**src/rtl/seg7_scan_driver_if.sv**
```systemverilog
// Bundles the load-side word and the scanned segment/anode pins of seg7_scan_driver.
// Latency: none, wires only.
// Backpressure: none; load is a fire-and-forget strobe. Define SEG7_BLINK_EN to add the blink mask.
interface seg7_scan_driver_if #(
    parameter int DIGITS = 8
);
    // Load side: the word that is captured into the pending buffer
    logic                  load;
    logic [4*DIGITS-1:0]   value;
    logic [DIGITS-1:0]     en;
    logic [DIGITS-1:0]     dp;
`ifdef SEG7_BLINK_EN
    logic [DIGITS-1:0]     blink;
`endif

    // Display side: registered pin drives and status
    logic [6:0]            seg;
    logic                  dp_o;
    logic [DIGITS-1:0]     an;
    logic                  frame_tick;
    logic                  pending;

`ifdef SEG7_BLINK_EN
    modport master (
        output load, value, en, dp, blink,
        input  seg, dp_o, an, frame_tick, pending
    );
    modport slave (
        input  load, value, en, dp, blink,
        output seg, dp_o, an, frame_tick, pending
    );
`else
    modport master (
        output load, value, en, dp,
        input  seg, dp_o, an, frame_tick, pending
    );
    modport slave (
        input  load, value, en, dp,
        output seg, dp_o, an, frame_tick, pending
    );
`endif
endinterface

```
**src/rtl/seg7_scan_driver.sv**
```systemverilog
// Time-multiplexed hex driver for DIGITS 7-segment digits; double-buffered, tear-free updates.
// Latency: pins are registered one cycle behind the scan counters; load reaches the display at the next frame boundary.
// Backpressure: none; load is always accepted, the last load before a boundary wins. Optional blink: SEG7_BLINK_EN.
module seg7_scan_driver #(
    parameter int DIGITS         = 8,    // 2..16
    parameter int SCAN_DIV       = 1000, // cycles per digit, >= 2
    parameter int SEG_ACTIVE_LOW = 1,
    parameter int AN_ACTIVE_LOW  = 1,
    parameter int BLINK_FRAMES   = 32
) (
    input  logic                clk,
    input  logic                rst_n,
    seg7_scan_driver_if.slave   bus
);

    localparam int CNT_W = $clog2(SCAN_DIV);
    localparam int IDX_W = $clog2(DIGITS);

    localparam logic [CNT_W-1:0]  CNT_LAST = CNT_W'(SCAN_DIV - 1);
    localparam logic [IDX_W-1:0]  IDX_LAST = IDX_W'(DIGITS - 1);

    // Polarity masks: the decode is active-high, these flip it to pin level
    localparam logic [6:0]        SEG_XOR  = (SEG_ACTIVE_LOW != 0) ? 7'h7F : 7'h00;
    localparam logic              DP_XOR   = (SEG_ACTIVE_LOW != 0);
    localparam logic [DIGITS-1:0] AN_XOR   = (AN_ACTIVE_LOW != 0) ? {DIGITS{1'b1}} : {DIGITS{1'b0}};

    // One displayable word; the same layout is used for the pending and display buffers
    typedef struct packed {
`ifdef SEG7_BLINK_EN
        logic [DIGITS-1:0]   blink;
`endif
        logic [DIGITS-1:0]   dp;
        logic [DIGITS-1:0]   en;
        logic [4*DIGITS-1:0] value;
    } word_t;

    // Active-high {g,f,e,d,c,b,a} pattern for one hex nibble
    function automatic logic [6:0] font(input logic [3:0] hex);
        logic [6:0] s;
        case (hex)
            4'h0:    s = 7'h3F;
            4'h1:    s = 7'h06;
            4'h2:    s = 7'h5B;
            4'h3:    s = 7'h4F;
            4'h4:    s = 7'h66;
            4'h5:    s = 7'h6D;
            4'h6:    s = 7'h7D;
            4'h7:    s = 7'h07;
            4'h8:    s = 7'h7F;
            4'h9:    s = 7'h6F;
            4'hA:    s = 7'h77;
            4'hB:    s = 7'h7C;
            4'hC:    s = 7'h39;
            4'hD:    s = 7'h5E;
            4'hE:    s = 7'h79;
            default: s = 7'h71;
        endcase
        return s;
    endfunction

    logic [CNT_W-1:0]  cnt;
    logic [IDX_W-1:0]  idx;
    logic              cnt_last;
    logic              idx_last;
    logic              boundary;

    word_t             load_word;
    word_t             pend_q;
    word_t             disp_q;
    logic              pend_vld;

    logic [3:0]        nib;
    logic              lit;
    logic [6:0]        seg_lit;
    logic              dp_lit;
    logic [DIGITS-1:0] an_sel;

    assign cnt_last = (cnt == CNT_LAST);
    assign idx_last = (idx == IDX_LAST);
    // Last cycle of the last digit: the display buffer may only change on this edge
    assign boundary = cnt_last & idx_last;

    // Gather the load-side fields into a buffer word
    always_comb begin
        load_word       = '0;
        load_word.value = bus.value;
        load_word.en    = bus.en;
        load_word.dp    = bus.dp;
`ifdef SEG7_BLINK_EN
        load_word.blink = bus.blink;
`endif
    end

    // Dwell counter and digit index; idx advances once per SCAN_DIV cycles and wraps after DIGITS-1
    always_ff @(posedge clk or negedge rst_n) begin
        if (!rst_n) begin
            cnt <= '0;
            idx <= '0;
        end else if (cnt_last) begin
            cnt <= '0;
            idx <= idx_last ? '0 : idx + IDX_W'(1);
        end else begin
            cnt <= cnt + CNT_W'(1);
        end
    end

    // Double buffer: loads land in pending, the display copies pending only at a frame boundary.
    // A load on the boundary edge itself is kept pending; the copy uses the older word.
    always_ff @(posedge clk or negedge rst_n) begin
        if (!rst_n) begin
            pend_q   <= '0;
            disp_q   <= '0;
            pend_vld <= 1'b0;
        end else begin
            if (boundary && pend_vld) begin
                disp_q <= pend_q;
            end
            if (bus.load) begin
                pend_q   <= load_word;
                pend_vld <= 1'b1;
            end else if (boundary) begin
                pend_vld <= 1'b0;
            end
        end
    end

`ifdef SEG7_BLINK_EN
    localparam int BF_W = (BLINK_FRAMES > 1) ? $clog2(BLINK_FRAMES) : 1;

    logic [BF_W-1:0] frame_cnt;
    logic            phase;

    // Blink phase flips every BLINK_FRAMES frames; phase 0 is the visible half
    always_ff @(posedge clk or negedge rst_n) begin
        if (!rst_n) begin
            frame_cnt <= '0;
            phase     <= 1'b0;
        end else if (boundary) begin
            if (frame_cnt == BF_W'(BLINK_FRAMES - 1)) begin
                frame_cnt <= '0;
                phase     <= ~phase;
            end else begin
                frame_cnt <= frame_cnt + BF_W'(1);
            end
        end
    end
`endif

    // Decode the digit currently selected by idx, active-high, blanked digits fully dark
    always_comb begin
        nib = disp_q.value[{idx, 2'b00} +: 4];
        lit = disp_q.en[idx];
`ifdef SEG7_BLINK_EN
        if (disp_q.blink[idx] && phase) begin
            lit = 1'b0;
        end
`endif
        seg_lit = lit ? font(nib) : 7'h00;
        dp_lit  = lit & disp_q.dp[idx];
        an_sel  = lit ? ({{(DIGITS-1){1'b0}}, 1'b1} << idx) : {DIGITS{1'b0}};
    end

    // Pin registers: polarity applied after decode so the pins never glitch between digits
    always_ff @(posedge clk or negedge rst_n) begin
        if (!rst_n) begin
            bus.seg        <= SEG_XOR;
            bus.dp_o       <= DP_XOR;
            bus.an         <= AN_XOR;
            bus.frame_tick <= 1'b0;
        end else begin
            bus.seg        <= seg_lit ^ SEG_XOR;
            bus.dp_o       <= dp_lit ^ DP_XOR;
            bus.an         <= an_sel ^ AN_XOR;
            bus.frame_tick <= boundary;
        end
    end

    assign bus.pending = pend_vld;

endmodule
```
**src/flat_wrapper.sv**
```systemverilog
// flat-port wrapper written by rule: the top's interface ports become plain ports
module seg7_scan_driver_flat 
#(
    parameter int DIGITS         = 8,            
    parameter int SCAN_DIV       = 1000,                          
    parameter int SEG_ACTIVE_LOW = 1,
    parameter int AN_ACTIVE_LOW  = 1,
    parameter int BLINK_FRAMES   = 32
)
  (clk, rst_n, bus_load, bus_value, bus_en, bus_dp, bus_seg, bus_dp_o, bus_an, bus_frame_tick, bus_pending);
  seg7_scan_driver_if #(.DIGITS(DIGITS)) bus_i ();
  input  logic clk;
  input  logic rst_n;
  input wire logic [$bits(bus_i.load)-1:0] bus_load;
  input wire logic [$bits(bus_i.value)-1:0] bus_value;
  input wire logic [$bits(bus_i.en)-1:0] bus_en;
  input wire logic [$bits(bus_i.dp)-1:0] bus_dp;
  output wire logic [$bits(bus_i.seg)-1:0] bus_seg;
  output wire logic [$bits(bus_i.dp_o)-1:0] bus_dp_o;
  output wire logic [$bits(bus_i.an)-1:0] bus_an;
  output wire logic [$bits(bus_i.frame_tick)-1:0] bus_frame_tick;
  output wire logic [$bits(bus_i.pending)-1:0] bus_pending;
  assign bus_i.load = bus_load;
  assign bus_i.value = bus_value;
  assign bus_i.en = bus_en;
  assign bus_i.dp = bus_dp;
  assign bus_seg = bus_i.seg;
  assign bus_dp_o = bus_i.dp_o;
  assign bus_an = bus_i.an;
  assign bus_frame_tick = bus_i.frame_tick;
  assign bus_pending = bus_i.pending;
  seg7_scan_driver #(.DIGITS(DIGITS), .SCAN_DIV(SCAN_DIV), .SEG_ACTIVE_LOW(SEG_ACTIVE_LOW), .AN_ACTIVE_LOW(AN_ACTIVE_LOW), .BLINK_FRAMES(BLINK_FRAMES)) u_core (.clk(clk), .rst_n(rst_n), .bus(bus_i));
endmodule
```
**config.mk**
```make
export PLATFORM = sky130hd
export DESIGN_NAME = seg7_scan_driver_flat
export DESIGN_NICKNAME = d
export VERILOG_FILES = /design/src/rtl/seg7_scan_driver_if.sv /design/src/rtl/seg7_scan_driver.sv /design/src/flat_wrapper.sv
export SDC_FILE = /design/constraint.sdc
export NUM_CORES = 1
export LEC_CHECK = 0
export BUFFER_PORTS_ARGS = -buffer_cell sky130_fd_sc_hd__buf_2
export CAP_MARGIN = 20
export CORE_MARGIN = 2
export CORE_UTILIZATION = 52
export DETAILED_ROUTE_END_ITERATION = 10
export PLACE_DENSITY_LB_ADDON = 0.3
export SYNTH_ARGS = -nofsm -noshare
export SYNTH_HDL_FRONTEND = slang
export SYNTH_SLANG_ARGS = --single-unit
```
**constraint.sdc**
```tcl
create_clock -name clk -period 1.95 [get_ports clk]
set_input_delay 0.2925 -clock clk [delete_from_list [all_inputs] [get_ports clk]]
set_output_delay 0.2925 -clock clk [all_outputs]
set_load 0.05 [all_outputs]
```
==> impl_results.md, run 1 <==
* Global-route layer with the greatest usage: met2
* Final HPWL DP at 6.92 mm
* CP max stage delay at 510 ps
* Sw Pwr at 1.26 mW
* Kind of start point of the critical path: flop
* Chip width at 106 um
* R2R setup slack at -100 ps
* Syn Area/Cell at 14.5 um^2
* Routed length per placed instance at 17.0 um
* Post-place instance area at 0.00616 mm^2
* Worst slew margin at 53.2%
* Initial Util at 53.3%
* Worst EP arrival at 2480 ps
* Post-route ant nets at 0
* DIE HEIGHT at 106 um
* Total track usage at 21.5%
* Reg2Reg Launch Point: u_core.idx[1]
* Max-cap viol count at 0
* Number of antenna violations at the first check in global routing at 0
* Yosys warns at 0
* Number of buffers created by CTS at 17
* Clock transition at the registers of the reported paths at 60 ps
* Number of H-tree levels at 4
* Count of port buffers added during placement at 68
* Non-filler instance count after layout at 660
* Endpoints failing setup at 28
* Met1 Resource Use GR at 26.9%
* Via count of the first global-routing pass at 3706
* Worst reg2reg path endpoint: u_core.bus.seg[3]
* Ranking of synthesized cells by area: sky130_fd_sc_hd__dfrtp_1 51%, sky130_fd_sc_hd__mux2_2 20%, sky130_fd_sc_hd__dfstp_2 7.7%, sky130_fd_sc_hd__mux4_2 3.7%, sky130_fd_sc_hd__ha_1 3.0%
* Switching Share at 19.8%
* Met2 Use GR at 36.1%
* Post-synth top flop: sky130_fd_sc_hd__dfrtp_1
* DRC at 0
* Worst Min Path Start: bus_en[5]
* Power per Cell Area at 872 mW/mm^2
* Instance count after placement with tap cells included at 584
* Tightest Pin Transition at 702 ps
* Seq cells post-synth at 127
* TritonCTS clock tree: yes
* Portion of the clock cycle consumed by the worst path in the final layout at 105%
* Layout area overhead at 34.3%
* Number of pins exceeding their max-slew limit in the final report at 0
* Post-synth top area share at 50.9%
* Critical path, cell by cell: mux4_2 > mux2_4 > ha_2 > a2111oi_4 > a31oi_1
* Worst hold path class: input pin to flop
* Violation count after the first detailed-route iteration at 162
* Number of hold violations in the final report at 0
* Sequential cell fraction of total power at 43.9%
* Clock latency on the worst-skew pair at 520 ps
* Number of cells on the worst reg-to-reg path at 5
* Cell family contributing the most delay on the critical path: multiplexers
* Router iterations before antenna repair at 4
* Critical path depth at 5
* Vias per cell at 5.33
* Weighted congestion at the end of routability-driven global placement at 0.865
* Endpoint of the worst hold path: u_core.pend_q[37]
* Achievable Freq at 488 MHz
* Post-route setup TNS at -487 ps
* Cell area after synthesis at 0.00545 mm^2
* Maximum number of buffers from clock root to sink at 2
* Die area at 0.0113 mm^2
* Place WS at -160 ps
* Fraction of power consumed by combinational cells at 4.7%
* Type of the worst setup path: flop to flop
* Area of all placed cells without fillers at 0.00732 mm^2
* Violated checks: negative setup slack
* Pin count of the biggest net entering global routing at 128
* Leakage Power at 3.32 nW
* Sequential-to-total area share from yosys stat at 58.7%
* Sink count of the clock tree at 127
* Post-route minimum period at 2050 ps
* Final wirelength at 11.2 mm
* Cell variety after synth at 41
* Outcome: finished, violations left
* Worst IR Drop VDD at 0.000568 V
* Standard-cell row count at 37
* Clock network fraction of design power at 51.4%
* Antenna diode instance count at 0
* Clk_skew at 5.20 ps
* Slowest library cell on the worst path: sky130_fd_sc_hd__mux4_2
* Number of nets in the synthesized netlist at 439
* Worst hold slack at 15.0 ps
* GRT overflow at 0
* Final layout net count at 575
* Unrepaired setup endpoints after global routing: true
* Cell accounting for the most synthesized area: sky130_fd_sc_hd__dfrtp_1
* Share of async-settable or async-resettable flops after synthesis at 100%
* Fill cells at 666
* Setup slack after layout at -98.2 ps
* Setup crit end kind: flop
* Required @ worst endpoint at 2380 ps
* Worst Hold Path Cells at 2
* Boundary pin count at 69
* Number of buffers and inverters on the critical path at 0
* Largest driver fanout on the critical path at 6
* M3 GR Usage at 5.33%
* Global-route wire length before repair at 18.5 mm
* Share of post-route cells with drive strength above 1 at 51.7%
* Number of flops mapped to enable cells by yosys at 0
* Internal Dissipation at 5.12 mW
* Total number of vias at 3515
* Core Box Area at 0.0102 mm^2
* Mapped Cells at 375
* Clock root buffer master: sky130_fd_sc_hd__clkbuf_8
==> worst register-to-register path, stage by stage (launching register included) <==
cell and delay, ps:
sky130_fd_sc_hd__dfrtp_2 450, sky130_fd_sc_hd__mux4_2 510, sky130_fd_sc_hd__mux2_4 320, sky130_fd_sc_hd__ha_2 240
sky130_fd_sc_hd__a2111oi_4 340, sky130_fd_sc_hd__a31oi_1 90
==> cell usage after synthesis (all sizes together) (2+ instances only) <==
master and n:
clkbuf 2, inv 7, xor2 4, nand2 23, nor3 3, buf 17, dfrtp 111, o21ai 8
mux2 103, a21oi 4, xnor2 3, nor2 16, and3 3, nand3 8, mux4 9, mux2i 7
o221ai 4, nor2b 2, ha 13, dfstp 16
==> cell type report <==
| class | count | area, um^2 | area share, % |
|---|---|---|---|
| repair buffers | 136 | 1040 | 14.2 |
| inverters | 7 | 33.8 | 0.461 |
| multi-input cells | 222 | 2260 | 30.9 |
| clock inverters | 12 | 191 | 2.61 |
| well taps | 136 | 170 | 2.32 |
| flip-flops and latches | 127 | 3200 | 43.7 |
| clock buffers | 20 | 425 | 5.81 |
==> sequential cells by signal, summed over array words and instances (netlist names) <==
register               count
u_core.bus.an              8
u_core.bus.dp_o            1
u_core.pend_q             48
u_core.bus.seg             7
u_core.idx                 3
u_core.bus.pending         1
u_core.disp_q             48
u_core.bus.frame_tick      1
u_core.cnt                10
==> cell families (layout without fill, tap and decap cells) <==
group,count (synthesis),after routing,synth area share [%]
and+or+nand+nor,58,58,4.84
buffers and inverters,26,175,2.89
muxes,119,119,26.5
AOI/OAI and AO/OA,25,25,3.01
xor gates and xnor gates,7,7,1.12
adders and majority gates,13,13,2.98
DFF,127,127,58.7
==> metrics by stage <==
stage | power, mW | utilization [%]
after floorplan | 2.94 | -
after global placement | 3.07 | 60.2
after detailed placement | 3.09 | 60.2
after CTS | 6.43 | 71.0
after global routing | 6.63 | 71.6
final | 6.38 | 71.6
==> worst max path at each step <==
stage                   endpoint     startpoint  slack (ps)
2_1_floorplan  u_core.bus.seg[3]  u_core.idx[1]        -110
3_3_place_gp   u_core.bus.seg[3]  u_core.idx[1]         -60
3_5_place_dp   u_core.bus.seg[3]  u_core.idx[1]        -160
4_1_cts        u_core.bus.seg[3]  u_core.idx[1]         -70
5_1_grt        u_core.bus.seg[3]  u_core.idx[1]        -180
6_report       u_core.bus.seg[3]  u_core.idx[1]        -100
==> placed cells by master, fill, tap and decap left out, types with 4 or more instances in the layout <==
cell,instances
sky130_fd_sc_hd__dfrtp_1,109
sky130_fd_sc_hd__mux2_2,87
sky130_fd_sc_hd__buf_2,67
sky130_fd_sc_hd__dlygate4sd3_1,41
sky130_fd_sc_hd__nand2_1,22
sky130_fd_sc_hd__buf_4,20
sky130_fd_sc_hd__clkbuf_16,16
sky130_fd_sc_hd__dfstp_2,16
sky130_fd_sc_hd__nor2_1,15
sky130_fd_sc_hd__mux2_4,13
sky130_fd_sc_hd__mux4_2,9
sky130_fd_sc_hd__nand3_1,7
sky130_fd_sc_hd__ha_1,7
sky130_fd_sc_hd__mux2i_1,6
sky130_fd_sc_hd__buf_12,6
sky130_fd_sc_hd__o21ai_0,5
sky130_fd_sc_hd__clkinv_2,5
sky130_fd_sc_hd__bufinv_16,5
sky130_fd_sc_hd__inv_1,4
sky130_fd_sc_hd__xor2_1,4
sky130_fd_sc_hd__ha_4,4
==> repair_timing <==
action	CTS	global route
gates cloned	0	0
resized for setup	16	7
endpoints found under the hold margin	148	3
pin swaps	7	4
hold buffers	38	3
setup buffers	3	0
setup endpoints to repair	58	58
==> metal layers <==
layer	vias up	part of all wire (%)
met2	90	52
met1	1798	42
met4	0	1.7
met5	-	0
met3	15	3.6
li1	1612	-
==> power groups by stage <==
stage	sequential, mW	combinational (mW)	clock [mW]
after detailed placement	2.84	0.243	0
after floorplan	2.82	0.121	0
after global routing	2.81	0.336	3.48
final	2.80	0.302	3.28
after CTS	2.80	0.302	3.33
after global placement	2.84	0.233	0
No activity file was read; power rests on OpenSTA's default activity.
==> run 2, diff against run 1 <==
- CORE_ASPECT_RATIO: not set -> 1.5
- TNS_END_PERCENT: not set -> 10
==> run 2 against run 1 <==
Sequential share of layout area is 3.2 points higher. Worst setup slack better by 55 ps. Highest routed layer unchanged. Largest cell class unchanged. Register-to-register slack better by 50 ps. Final area is 6.8% lower. Sequential power hardly changed. Total power is 3.0% lower. Global-route usage is 0.55 points lower. The run still ends with negative setup slack left. Clock-buffer cell count is 4 higher. Clock skew is 3.5 ps higher. Via count is 5.2% lower. Fmax is 2.8% higher.
==> impl_results.md, run 2 (synthesized netlist as in run 1, its figures left out) <==
* Final wirelength at 10.4 mm (was 11.2 mm)
* Total number of vias at 3333 (was 3515)
* Worst Min Path Start: bus_value[10] (was bus_en[5])
* Met2 wirelength from detailed routing at 5.62 mm (was 5.84 mm)
* Maximum number of buffers from clock root to sink at 2 (unchanged)
* Required @ worst endpoint at 2280 ps (was 2380 ps)
* Worst IR Drop VDD at 0.000709 V (was 0.000568 V)
* Count of port buffers added during placement at 68 (unchanged)
* Power per Cell Area at 908 mW/mm^2 (was 872 mW/mm^2)
* Pin count of the biggest net entering global routing at 50 (was 128)
* Clock root buffer master: sky130_fd_sc_hd__clkbuf_16 (was sky130_fd_sc_hd__clkbuf_8)
* Worst hold path class: input pin to flop (unchanged)
* Max-cap viol count at 0 (unchanged)
* Met1 routed wirelength after detailed routing at 4.24 mm (was 4.75 mm)
* Non-filler instance count after layout at 625 (was 660)
* Clock network fraction of design power at 50.8% (was 51.4%)
* Clock transition at the registers of the reported paths at 50 ps (was 60 ps)
* DRC at 0 (unchanged)
* Most common cell after layout, fill and taps aside: sky130_fd_sc_hd__dfrtp_1 (unchanged)
* Setup slack after layout at -43.2 ps (was -98.2 ps)
* R2R setup slack at -40 ps (was -100 ps)
* Router iterations before antenna repair at 4 (unchanged)
* Vias per cell at 5.33 (about the same)
* Post-route setup TNS at -168 ps (was -487 ps)
* Worst EP arrival at 2320 ps (was 2480 ps)
* Core Box Area at 0.0102 mm^2 (about the same)
* Commonest non-fill, non-tap cells in the layout: 109 x sky130_fd_sc_hd__dfrtp_1, 98 x sky130_fd_sc_hd__mux2_2, 67 x sky130_fd_sc_hd__buf_2 (was 109 x sky130_fd_sc_hd__dfrtp_1, 87 x sky130_fd_sc_hd__mux2_2, 67 x sky130_fd_sc_hd__buf_2)
* Instance count after placement with tap cells included at 592 (was 584)
* Number of cells on the worst reg-to-reg path at 7 (was 5)
* Post-route minimum period at 1990 ps (was 2050 ps)
* Top routing layer in use: met4 (unchanged)
* Met3 wire length at 330 um (was 404 um)
* Outcome: finished, violations left (unchanged)
* Chip width at 87.6 um (was 106 um)
* Violated checks: negative setup slack (unchanged)
* Share of post-route cells with drive strength above 1 at 54.3% (was 51.7%)
* Initial Util at 53.5% (was 53.3%)
* Weighted congestion at the end of routability-driven global placement at 0.952 (was 0.865)
* Die area at 0.0113 mm^2 (about the same)
* Via count of the first global-routing pass at 3618 (was 3706)
* Sequential cell fraction of total power at 45.2% (was 43.9%)
* Number of buffers created by CTS at 17 (unchanged)
* Fraction of power consumed by combinational cells at 4.0% (was 4.7%)
* Final layout net count at 537 (was 575)
* Tightest Pin Transition at 513 ps (was 702 ps)
* Total track usage at 21.0% (was 21.5%)
* Standard-cell row count at 45 (was 37)
* Switching Share at 19.7% (was 19.8%)
* Leakage Power at 3.14 nW (was 3.32 nW)
* Setup crit end kind: flop (unchanged)
* Portion of the clock cycle consumed by the worst path in the final layout at 102% (was 105%)
* Worst reg2reg path endpoint: u_core.bus.seg[3] (unchanged)
* Endpoint of the worst hold path: u_core.pend_q[10] (was u_core.pend_q[37])
* TritonCTS clock tree: yes (unchanged)
* Worst slew margin at 65.8% (was 53.2%)
* Number of pins exceeding their max-slew limit in the final report at 0 (unchanged)
* Final HPWL DP at 7.20 mm (was 6.92 mm)
* Largest registers: u_core.disp_q x48, u_core.pend_q x48, u_core.cnt x10 (unchanged)
* Layout area overhead at 25.1% (was 34.3%)
* Endpoints failing setup at 19 (was 28)
* Number of antenna violations at the first check in global routing at 0 (unchanged)
* Kind of start point of the critical path: flop (unchanged)
* GRT overflow at 0 (unchanged)
* Final Power at 6.19 mW (was 6.38 mW)
* Achievable Freq at 502 MHz (was 488 MHz)
* Clk_skew at 8.72 ps (was 5.20 ps)
* Clock latency on the worst-skew pair at 410 ps (was 520 ps)
* Number of H-tree levels at 4 (unchanged)
* Post-route ant nets at 0 (unchanged)
* Violation count after the first detailed-route iteration at 107 (was 162)
* Internal Dissipation at 4.97 mW (was 5.12 mW)
* Routed length per placed instance at 16.7 um (was 17.0 um)
* Worst Hold Path Cells at 2 (unchanged)
* Sw Pwr at 1.22 mW (was 1.26 mW)
* Boundary pin count at 69 (unchanged)
* Reg2Reg Launch Point: u_core.idx[1] (unchanged)
* Largest driver fanout on the critical path at 6 (unchanged)
* Antenna diode instance count at 0 (unchanged)
* Fill cells at 742 (was 666)
* Number of hold violations in the final report at 0 (unchanged)
* Sink count of the clock tree at 127 (unchanged)
* Global-route wire length before repair at 17.8 mm (was 18.5 mm)
* Type of the worst setup path: flop to flop (unchanged)
* Unrepaired setup endpoints after global routing: true (unchanged)
* DIE HEIGHT at 129 um (was 106 um)
[run 2: cell count changes in the layout (fill, tap and decap cells not counted), sizes merged]
cell	before	now
dlygate4sd3	41	1
clkinv	6	2
bufinv	5	3
clkbuf	20	24
buf	95	97
[run 2: repair_timing]
action	4_1_cts	5_1_grt
endpoints found under the hold margin	21	0
hold buffers	1	0
gates resized for setup	13	0
setup endpoints to repair	57	54
pin swaps	5	2
setup buffers	2	0
[run 2: critical path, cell delays in order (launching register included)]
cell and delay [ps]:
sky130_fd_sc_hd__dfrtp_2 440, sky130_fd_sc_hd__mux4_2 510, sky130_fd_sc_hd__mux2_4 330, sky130_fd_sc_hd__inv_6 90, sky130_fd_sc_hd__ha_4 200, sky130_fd_sc_hd__nand3_1 70
sky130_fd_sc_hd__o21ai_1 70, sky130_fd_sc_hd__a31oi_1 190
[run 2: worst max-delay path by stage]
stage / slack (ps) / cells past startpoint / to / from
final: -40 / 7 / u_core.bus.seg[3] / u_core.idx[1]
after global placement: -60 / 7 / u_core.bus.seg[3] / u_core.idx[1]
after CTS: -20 / 7 / u_core.bus.seg[3] / u_core.idx[1]
after detailed placement: -130 / 7 / u_core.bus.seg[3] / u_core.idx[1]
after global routing: -150 / 7 / u_core.bus.seg[3] / u_core.idx[1]
after floorplan: -110 / 7 / u_core.bus.seg[3] / u_core.idx[1]
[run 2: per-stage QoR]
step	hold slack, ps	instance area [um^2]	util [%]	worst slack, ps
2_1_floorplan	-3.09	5470	-	-110
3_3_place_gp	216	6150	60.3	-56.6
3_5_place_dp	227	6150	60.3	-132
4_1_cts	93.5	6820	66.9	-23.9
5_1_grt	99.2	6820	66.9	-151
6_report	109	6820	66.9	-43.2
[run 2: final cells by class]
cell class | instances | area (um^2) | area share, %
clock buffers | 24 | 482 | 7.06
clock inverters | 6 | 108 | 1.58
inverters | 7 | 31.3 | 0.459
multi-input cells | 222 | 2170 | 31.7
flip-flops and latches | 127 | 3200 | 46.9
well taps | 141 | 176 | 2.59
repair buffers | 98 | 658 | 9.65
[run 2: power by group through the flow]
stage | Combinational (mW) | Clock, mW | Sequential, mW
detailed placement | 0.251 | 0 | 2.84
global placement | 0.239 | 0 | 2.84
floorplan | 0.120 | 0 | 2.81
finish | 0.246 | 3.14 | 2.80
CTS | 0.255 | 3.21 | 2.80
global route | 0.277 | 3.31 | 2.81
[run 2: metal layers]
metal | vias up | GRT usage [%]
met2 | 75 | 36.4
li1 | 1523 | -
met5 | - | 0
met1 | 1718 | 24.2
met3 | 17 | 5.73
met4 | 0 | 8.78
==> run 3, diff against run 2 <==
- SKIP_LAST_GASP: not set -> 1
==> run 3 against run 2 <==
Via count rose by 0.39%. The flow still finishes with violations (negative setup slack). Clock skew barely moved. Final area did not move. Highest routed layer unchanged. Total power barely moved. Critical path depth did not move. Largest power group unchanged. Sequential share of layout area did not move. Critical endpoint unchanged.
==> impl_results.md, run 3 (synthesized netlist as in run 1, its figures left out) <==
* Outcome: finished, violations left (unchanged)
* Violated checks: negative setup slack (unchanged)
* Number of hold violations in the final report at 0 (unchanged)
* Reg2Reg Launch Point: u_core.idx[1] (unchanged)
* Router iterations before antenna repair at 4 (unchanged)
* Number of antenna violations at the first check in global routing at 0 (unchanged)
* Required @ worst endpoint at 2280 ps (about the same)
* Total track usage at 21.0% (unchanged)
* Type of the worst setup path: flop to flop (unchanged)
* Worst EP arrival at 2320 ps (about the same)
* Final HPWL DP at 7.20 mm (unchanged)
* TritonCTS clock tree: yes (unchanged)
* Worst reg2reg path endpoint: u_core.bus.seg[3] (unchanged)
* Met1 routed wirelength after detailed routing at 4.24 mm (about the same)
* Worst hold path class: input pin to flop (unchanged)
* Vias per cell at 5.35 (was 5.33)
* Layout area overhead at 25.1% (unchanged)
* Fill cells at 742 (unchanged)
* Final wirelength at 10.4 mm (about the same)
* Commonest non-fill, non-tap cells in the layout: 109 x sky130_fd_sc_hd__dfrtp_1, 98 x sky130_fd_sc_hd__mux2_2, 67 x sky130_fd_sc_hd__buf_2 (unchanged)
* Chip width at 87.6 um (unchanged)
* Number of buffers created by CTS at 17 (unchanged)
* Antenna diode instance count at 0 (unchanged)
* R2R setup slack at -40 ps (about the same)
* Worst Min Path Start: bus_value[10] (unchanged)
* Number of pins exceeding their max-slew limit in the final report at 0 (unchanged)
* Post-route minimum period at 1990 ps (about the same)
* Total number of vias at 3346 (was 3333)
* Kind of start point of the critical path: flop (unchanged)
* Met2 wirelength from detailed routing at 5.62 mm (unchanged)
* Power per Cell Area at 908 mW/mm^2 (about the same)
* Post-place instance area at 0.00615 mm^2 (unchanged)
* Clock transition at the registers of the reported paths at 50 ps (about the same)
* Endpoint of the worst hold path: u_core.pend_q[10] (unchanged)
* Endpoints failing setup at 19 (unchanged)
* Largest driver fanout on the critical path at 6 (unchanged)
* Number of cells on the worst reg-to-reg path at 7 (unchanged)
* Pin count of the biggest net entering global routing at 50 (unchanged)
* Worst slew margin at 67.0% (was 65.8%)
* Worst IR Drop VDD at 0.000709 V (about the same)
* Sequential cell area at 0.00320 mm^2 (unchanged)
* Standard-cell row count at 45 (unchanged)
* Sink count of the clock tree at 127 (unchanged)
* Achievable Freq at 502 MHz (about the same)
* Count of port buffers added during placement at 68 (unchanged)
* Setup slack after layout at -43.4 ps (was -43.2 ps)
* Leakage Power at 3.14 nW (unchanged)
* Clock root buffer master: sky130_fd_sc_hd__clkbuf_16 (unchanged)
* Final Power at 6.19 mW (about the same)
* DRC at 0 (unchanged)
* Unrepaired setup endpoints after global routing: true (unchanged)
* Final layout net count at 537 (unchanged)
* Post-route ant nets at 0 (unchanged)
* Setup crit end kind: flop (unchanged)
* Most common cell after layout, fill and taps aside: sky130_fd_sc_hd__dfrtp_1 (unchanged)
* Global-route wire length before repair at 17.8 mm (unchanged)
* Area of all placed cells without fillers at 0.00682 mm^2 (unchanged)
* Portion of the clock cycle consumed by the worst path in the final layout at 102% (about the same)
* Boundary pin count at 69 (unchanged)
* Share of post-route cells with drive strength above 1 at 54.3% (unchanged)
* Maximum number of buffers from clock root to sink at 2 (unchanged)
* Weighted congestion at the end of routability-driven global placement at 0.952 (unchanged)
* Initial Util at 53.5% (unchanged)
* Max-cap viol count at 0 (unchanged)
* Multi-input gate area at 0.00217 mm^2 (unchanged)
* Core Box Area at 0.0102 mm^2 (unchanged)
* Die area at 0.0113 mm^2 (unchanged)
* Violation count after the first detailed-route iteration at 108 (was 107)
* Clock latency on the worst-skew pair at 410 ps (about the same)
* Routed length per placed instance at 16.7 um (about the same)
* Number of H-tree levels at 4 (unchanged)
* Top routing layer in use: met4 (unchanged)
* Worst Hold Path Cells at 2 (unchanged)
* Tightest Pin Transition at 494 ps (was 513 ps)
* DIE HEIGHT at 129 um (unchanged)
* Clk_skew at 8.71 ps (was 8.72 ps)
* Largest registers: u_core.disp_q x48, u_core.pend_q x48, u_core.cnt x10 (unchanged)
* Via count of the first global-routing pass at 3618 (unchanged)
* Met3 wire length at 349 um (was 330 um)
* GRT overflow at 0 (unchanged)
run 3: cell counts in the layout (fill, tap and decap cells not counted):
No cell type changed its count.
run 3: worst max-delay path, stage by stage (launching register included):
cell	delay [ps]
sky130_fd_sc_hd__dfrtp_2	440
sky130_fd_sc_hd__mux4_2	510
sky130_fd_sc_hd__mux2_4	330
sky130_fd_sc_hd__inv_6	90
sky130_fd_sc_hd__ha_4	210
sky130_fd_sc_hd__nand3_1	70
sky130_fd_sc_hd__o21ai_1	70
sky130_fd_sc_hd__a31oi_1	190
run 3: worst max-delay path by stage:
| stage | slack (ps) | to | cells past startpoint | from |
|---|---|---|---|---|
| final | -40 | u_core.bus.seg[3] | 7 | u_core.idx[1] |
| after global routing | -150 | u_core.bus.seg[3] | 7 | u_core.idx[1] |
| after CTS | -20 | u_core.bus.seg[3] | 7 | u_core.idx[1] |
| after detailed placement | -130 | u_core.bus.seg[3] | 7 | u_core.idx[1] |
| after global placement | -60 | u_core.bus.seg[3] | 7 | u_core.idx[1] |
| after floorplan | -110 | u_core.bus.seg[3] | 7 | u_core.idx[1] |
run 3: power by group:
group          leakage (nW)  switching [mW]  total, mW  internal, mW
Combinational          1.26           0.108      0.246         0.138
Sequential             1.59          0.0594       2.80          2.74
Clock                 0.286            1.06       3.15          2.09
Total                  3.14            1.22       6.19          4.97
run 3: per-stage QoR:
| step | hold WS (ps) | std cells | worst slack (ps) | util (%) | setup TNS [ps] |
|---|---|---|---|---|---|
| 2_1_floorplan | -3.09 | 375 | -110 | - | -812 |
| 3_3_place_gp | 216 | 592 | -56.6 | 60.3 | -581 |
| 3_5_place_dp | 227 | 592 | -132 | 60.3 | -3790 |
| 4_1_cts | 93.5 | 625 | -23.9 | 66.9 | -255 |
| 5_1_grt | 99.2 | 625 | -151 | 66.9 | -4700 |
| 6_report | 109 | 625 | -43.4 | 66.9 | -173 |
run 3: timing repair:
item,CTS,global route
setup buffers,2,0
hold endpoints to repair,21,0
gates cloned,0,0
pin swaps,5,0
hold buffers,1,0
resized for setup,13,0
endpoints found under the setup margin,57,54
run 3: final cells by class:
cell class / count / share of cell area [%]
clock buffer: 24 / 7.06
clock inverter: 6 / 1.58
inverter: 7 / 0.459
tap: 141 / 2.59
sequential: 127 / 46.9
multi-input combinational: 222 / 31.7
timing repair buffer: 98 / 9.65
run 3: routing by layer:
metal | global-route usage (%) | vias up
met5 | 0 | -
met4 | 8.78 | 0
met3 | 5.73 | 17
met2 | 36.4 | 84
met1 | 24.2 | 1719
li1 | - | 1526
